[config.mk]
export PLATFORM = sky130hd
export DESIGN_NAME = bcd_sub3_serial
export DESIGN_NICKNAME = d
export VERILOG_FILES = /design/src/rtl/bcd_sub3_serial.sv
export SDC_FILE = /design/constraint.sdc
export NUM_CORES = 1
export LEC_CHECK = 0
export ABC_AREA = 0
export ABC_CLOCK_PERIOD_IN_PS = 3000
export CAP_MARGIN = 20
export CORE_MARGIN = 4
export CORE_UTILIZATION = 25
export CTS_CLUSTER_SIZE = 24
export DETAILED_ROUTE_END_ITERATION = 6
export GPL_TIMING_DRIVEN = 0
export PLACE_DENSITY_LB_ADDON = 0.2
export SLEW_MARGIN = 20
export SYNTH_ARGS = -nofsm -noshare
export SYNTH_HDL_FRONTEND = slang
export SYNTH_SLANG_ARGS = --single-unit
[constraint.sdc]
create_clock -name clk -period 3 [get_ports clk]
set_clock_uncertainty 0.15 [all_clocks]
set_input_delay 0.9 -clock clk [delete_from_list [all_inputs] [get_ports clk]]
set_output_delay 0.9 -clock clk [all_outputs]
set_load 0.02 [all_outputs]
[src/rtl/bcd_sub3_serial.sv]
// Purpose: digit-serial 3-digit packed-BCD subtractor, d = a - b - bin, units digit first.
// Latency: 3 cycles from the accepting edge to the done pulse; one operation per 4 cycles at best.
// Backpressure: none; start is ignored while busy. Optional input check under macro BCD_SUB_CHECK_EN.
module bcd_sub3_serial (
    input  logic        clk,
    input  logic        rst_n,
    input  logic        start,
    input  logic [11:0] a,
    input  logic [11:0] b,
    input  logic        bin,
    output logic [11:0] d,
    output logic        bout,
    output logic        busy,
    output logic        done,
    output logic        err
);

    typedef enum logic {IDLE, SUB} state_t;

    state_t      state;
    state_t      state_nxt;
    logic [1:0]  idx;
    logic [11:0] a_sh;
    logic [11:0] b_sh;
    logic        brw;
    logic        accept;
    logic        last;
    logic [4:0]  t;
    logic [3:0]  dig;

    // State register
    always_ff @(posedge clk or negedge rst_n) begin
        if (!rst_n) begin
            state <= IDLE;
        end else begin
            state <= state_nxt;
        end
    end

    // Next state: accept only from IDLE, leave SUB after the hundreds digit
    always_comb begin
        state_nxt = state;
        accept    = 1'b0;
        last      = 1'b0;
        case (state)
            IDLE: begin
                if (start) begin
                    accept    = 1'b1;
                    state_nxt = SUB;
                end
            end
            SUB: begin
                if (idx == 2'd2) begin
                    last      = 1'b1;
                    state_nxt = IDLE;
                end
            end
            default: state_nxt = IDLE;
        endcase
    end

    // One digit of subtraction; a negative 5-bit result is corrected by +10 and borrows
    always_comb begin
        t   = {1'b0, a_sh[3:0]} - {1'b0, b_sh[3:0]} - {4'b0000, brw};
        dig = t[4] ? (t[3:0] + 4'd10) : t[3:0];
    end

    // Datapath: operands shift down one digit per cycle, result digits land in place
    always_ff @(posedge clk or negedge rst_n) begin
        if (!rst_n) begin
            a_sh <= '0;
            b_sh <= '0;
            brw  <= 1'b0;
            idx  <= '0;
            d    <= '0;
            bout <= 1'b0;
            busy <= 1'b0;
            done <= 1'b0;
        end else if (accept) begin
            a_sh <= a;
            b_sh <= b;
            brw  <= bin;
            idx  <= '0;
            busy <= 1'b1;
            done <= 1'b0;
        end else if (state == SUB) begin
            d[{idx, 2'b00} +: 4] <= dig;
            a_sh <= a_sh >> 4;
            b_sh <= b_sh >> 4;
            brw  <= t[4];
            idx  <= idx + 2'd1;
            if (last) begin
                idx  <= '0;
                busy <= 1'b0;
                done <= 1'b1;
                bout <= t[4];
            end
        end else begin
            done <= 1'b0;
        end
    end

`ifdef BCD_SUB_CHECK_EN
    function automatic logic non_bcd(input logic [3:0] n);
        return n > 4'd9;
    endfunction

    // Flag any non-BCD input digit at accept; held until the next accept
    always_ff @(posedge clk or negedge rst_n) begin
        if (!rst_n) begin
            err <= 1'b0;
        end else if (accept) begin
            err <= non_bcd(a[3:0]) | non_bcd(a[7:4]) | non_bcd(a[11:8]) |
                   non_bcd(b[3:0]) | non_bcd(b[7:4]) | non_bcd(b[11:8]);
        end
    end
`else
    assign err = 1'b0;
`endif

endmodule

# Word-level counts from Yosys, hierarchy flattened
# Index checks and enable logic that the tools add are counted.
# op_classes
addsub	5
n_eq_ne	2
n_bitwise	2
reduce_logical	5
shift	2
mux	23
# ops
cell	n
2-to-1 mux 12 bit	4
2-to-1 mux 1 bit	13
bitwise mux 12 bit	1
variable shift 4 x 6 -> 12 bit (first input constant)	1
indexed part select 4 x 6 -> 12 bit	1
2-to-1 mux 2 bit	3
negator 4 -> 6 bit	1
subtractor 4 x 4 -> 5 bit	1
subtractor 5 x 1 -> 5 bit	1
adder 4 bit (second input constant)	1
2-to-1 mux 4 bit	1
AND reduction 2 bit	2
nonzero test 2 bit	2
!= test 3 x 1 -> 1 bit (second input constant)	1
AND reduction 3 bit	1
adder 2 x 1 -> 2 bit (second input constant)	1
== test 2 bit (second input constant)	1
inverter 1 bit	2
case mux 1 bit (2 select lines)	1
# word_totals
regBits	43
in_bits	28

# Logic depth before layout (Yosys ltp)
# depth
word_depth	6
mapped_depth	9

# Worst setup path after synthesis
# No wires, ideal clock.
# synth_path
path_kind	register -> register
start	register a_sh[0]
end	register d[10]
path_slack_ns	0.438
n_path_buf	0
arrival_time_ns	2.279
stages_incl_launch_ff	9
t_required_ns	2.717
path_cell_list	dfrtp_1 > fa_1 > fa_1 > xor2_1 > ha_1 > a21oi_1 > o22ai_1 > nor3_1 > o21ai_0
# synth_between
elab_chain_len	6
# synth_rtl
item	line	text
start: declaration	23	logic [11:0] a_sh;
start signal: assignment	88	a_sh <= a_sh >> 4;
subtractor 4 x 4 -> 5 bit (*)	64	t = {1'b0, a_sh[3:0]} - {1'b0, b_sh[3:0]} - {4'b0000, brw};
subtractor 5 x 1 -> 5 bit (*)	64	
adder 4 bit	65	dig = t[4] ? (t[3:0] + 4'd10) : t[3:0];
2-to-1 mux 4 bit (*)	65	
indexed part select 4 x 6 -> 12 bit (*)	87	d[{idx, 2'b00} +: 4] <= dig;
bitwise mux 12 bit (*)	87	
end signal: indexed assignment	87	
end: declaration	11	output logic [11:0] d,
# Every way passes the cells marked *; elsewhere a longest branch is shown, timed or not.
# A chain may end at the register's enable or synchronous reset.

# Final worst setup path
# Ends and elaborated chain as after synthesis.

==> results.toml <==
[place]
place_inst = 358
dp_hpwl_mm = 3.67
port-buffer-count = 41
pre_cts_ws_ns = 0.0957
gp_congestion = 0.713

[hold_path]
hp-start = "bout"
hold_path_end = "bout"
holdPathStages = 2
hold_class = "flop to flop"

[critical_path]
critPathMaxFanout = 4
start_kind = "flop"
cp-end-kind = "flop"
reg2regPathDepth = 8
rr_endpoint = "d[10]"
path_class = "flop to flop"
critPathArrivalTime_ns = 2.78
worstPathRequired_ns = 3.03
reg2reg_slack_ns = 0.25
reg2reg_from = "a_sh[0]"

[power]
ir_worst_vdd_mv = 0.355
p_total_mw = 3.27
powerDensity_mw_per_mm2 = 1150
leakagePower_nw = 1.29

[routing]
dr.pass1.iters = 4
dr.first_iter.drc_count = 30
drc = 0
via_per_inst = 4.28
wl_per_cell_um = 13.0
vias = 1565
totalWireLength_mm = 4.74
drtAntennaViolNets = 0

[die]
core_area_mm2 = 0.00830
die_x_um = 101
num_rows = 33
io_pins = 44
die-area_mm2 = 0.0102
initial_core_util_pct = 26.0
die_y_um = 101

[synthesis]
ys.flop_type = "dfrtp_1"
syn_inst = 211
seq_area_frac_synth_pct = 49.9
synth_edf_count = 0
postSynthNetCount = 252
ys_types = 33
syn_avg_cell_area_um2 = 10.2
netlist_area_mm2 = 0.00215
async_flop_share_pct = 100
ys_warn_count = 0
synth_seq_cells = 43

[final_layout]
drive_above_1_share_pct = 7.28
layout_common_cells = "dfrtp_1 (43), clkdlybuf4s50_1 (40), nand2_1 (31)"
nets = 301
area_growth_pct = 31.5
instances_no_fill = 366
antennaDiodeCount = 0
final_common_cell = "dfrtp_1"

[sta]
timing.hold.ws_ns = 0.332
period_minus_slack_ns = 2.75
finalCritPeriodShare_pct = 91.7
fmax_mhz = 364
hold_viol_final = 0
rsz0062_at_grt = "no"
tightestPinTransition_ns = 0.693
maxSlewHeadroom_pct = 53.8
final.setup.worst_slack_ns = 0.250
finalMaxSlewViolations = 0
setup_violations = 0

[cts]
numCtsBuffers = 5
clk_latency_ns = 0.29
cts_buffer_depth = 2
postCtsSetupRepairBufs = 0
clk_pin_slew_worst_paths_ns = 0.08
cts.htree.levels = 2
cts_tree = "yes"
cts_root_buf = "clkbuf_8"
cts.sinks = 43

[global_routing]
track_usage_pct = 9.92
grt_pass1_vias = 1647
antenna_found_initial = 0
grt_pass1_wl_mm = 8.02
grt_max_degree = 25
grt_overflow = 0

[outcome]
status = "complete, no violations"

[job]
maxCapViolations = 0
routing by layer:
layer	track usage (%)	vias up	part of all wire, %
met5	0	-	0
met4	2.80	0	0.97
met3	2.91	6	5.4
met2	15.3	34	44
met1	13.5	710	49
li1	-	815	-
worst max path at each step:
stage | end | slack [ns] | from | cells past startpoint
floorplan | d[10] | 0.44 | a_sh[0] | 8
global placement | a_sh[2] | -0.41 | rst_n | 1
detailed placement | d[10] | 0.1 | a_sh[0] | 8
CTS | d[10] | 0.09 | a_sh[0] | 8
global route | d[1] | 0.11 | a_sh[0] | 7
finish | d[10] | 0.25 | a_sh[0] | 8
repair_timing:
item,in CTS,in global routing
hold buffers,0,0
endpoints found under the setup margin,0,3
endpoints found under the hold margin,0,0
gates resized for setup,0,1
where the power goes:
| group | switching [mW] | internal, mW |
|---|---|---|
| Combinational | 1.06 | 0.820 |
| Sequential | 0.125 | 0.796 |
| Clock | 0.199 | 0.270 |
| Total | 1.38 | 1.89 |
final cells by class:
type | instances | area (µm²)
buffer | 11 | 47.5
clock buffer | 6 | 82.6
fill | 844 | 5470
tap | 105 | 131
multi-input combinational | 144 | 987
sequential | 43 | 1080
timing repair buffer | 42 | 425
clock inverter | 2 | 35.0
inverter | 13 | 48.8
metrics by stage:
step	instance area (µm²)	setup TNS, ns	utilization, %
after floorplan	2150	0	-
after global placement	2700	-17.43	32.5
after detailed placement	2710	0	32.7
after CTS	2830	0	34.1
after global routing	2830	0	34.1
final	2830	0	34.1
cells in the mapped netlist (3+ instances only):
library cell,instances,area share (%)
nor3_1,5,1.2
dfrtp_1,43,50
clkbuf_1,6,1.0
inv_1,13,2.3
nor2_1,12,2.1
o22ai_1,3,0.87
a21oi_1,5,1.2
o21ai_0,25,5.8
nand2_1,31,5.4
ha_1,11,6.4
mux2i_1,24,11
xor2_1,3,1.2
cells by family (layout without fill, tap and decap cells):
kind of cell / after synthesis / count (layout) / share of synthesized area [%]
mux: 24 / 24 / 11.1
other cells: 1 / 1 / 0.174
simple gates: 56 / 56 / 11.3
fa+ha+maj: 13 / 13 / 8.25
xor+xnor: 5 / 5 / 2.03
compound gates: 45 / 45 / 12.7
flops: 43 / 43 / 49.9
buf+inv: 24 / 74 / 4.47
registers in the layout, summed over array words and instances, names as in the netlist, 2 cells and up:
signal	cells
b_sh	12
d	12
a_sh	12
idx	2
worst max-delay path, stage by stage (launching register included):
cell	delay (ns)
dfrtp_1	0.41
fa_1	0.48
fa_1	0.45
xor2_1	0.19
ha_1	0.34
o22ai_1	0.14
o22ai_1	0.11
nor3_2	0.25
o21ai_0	0.12
(Power assumes the default switching activity.)
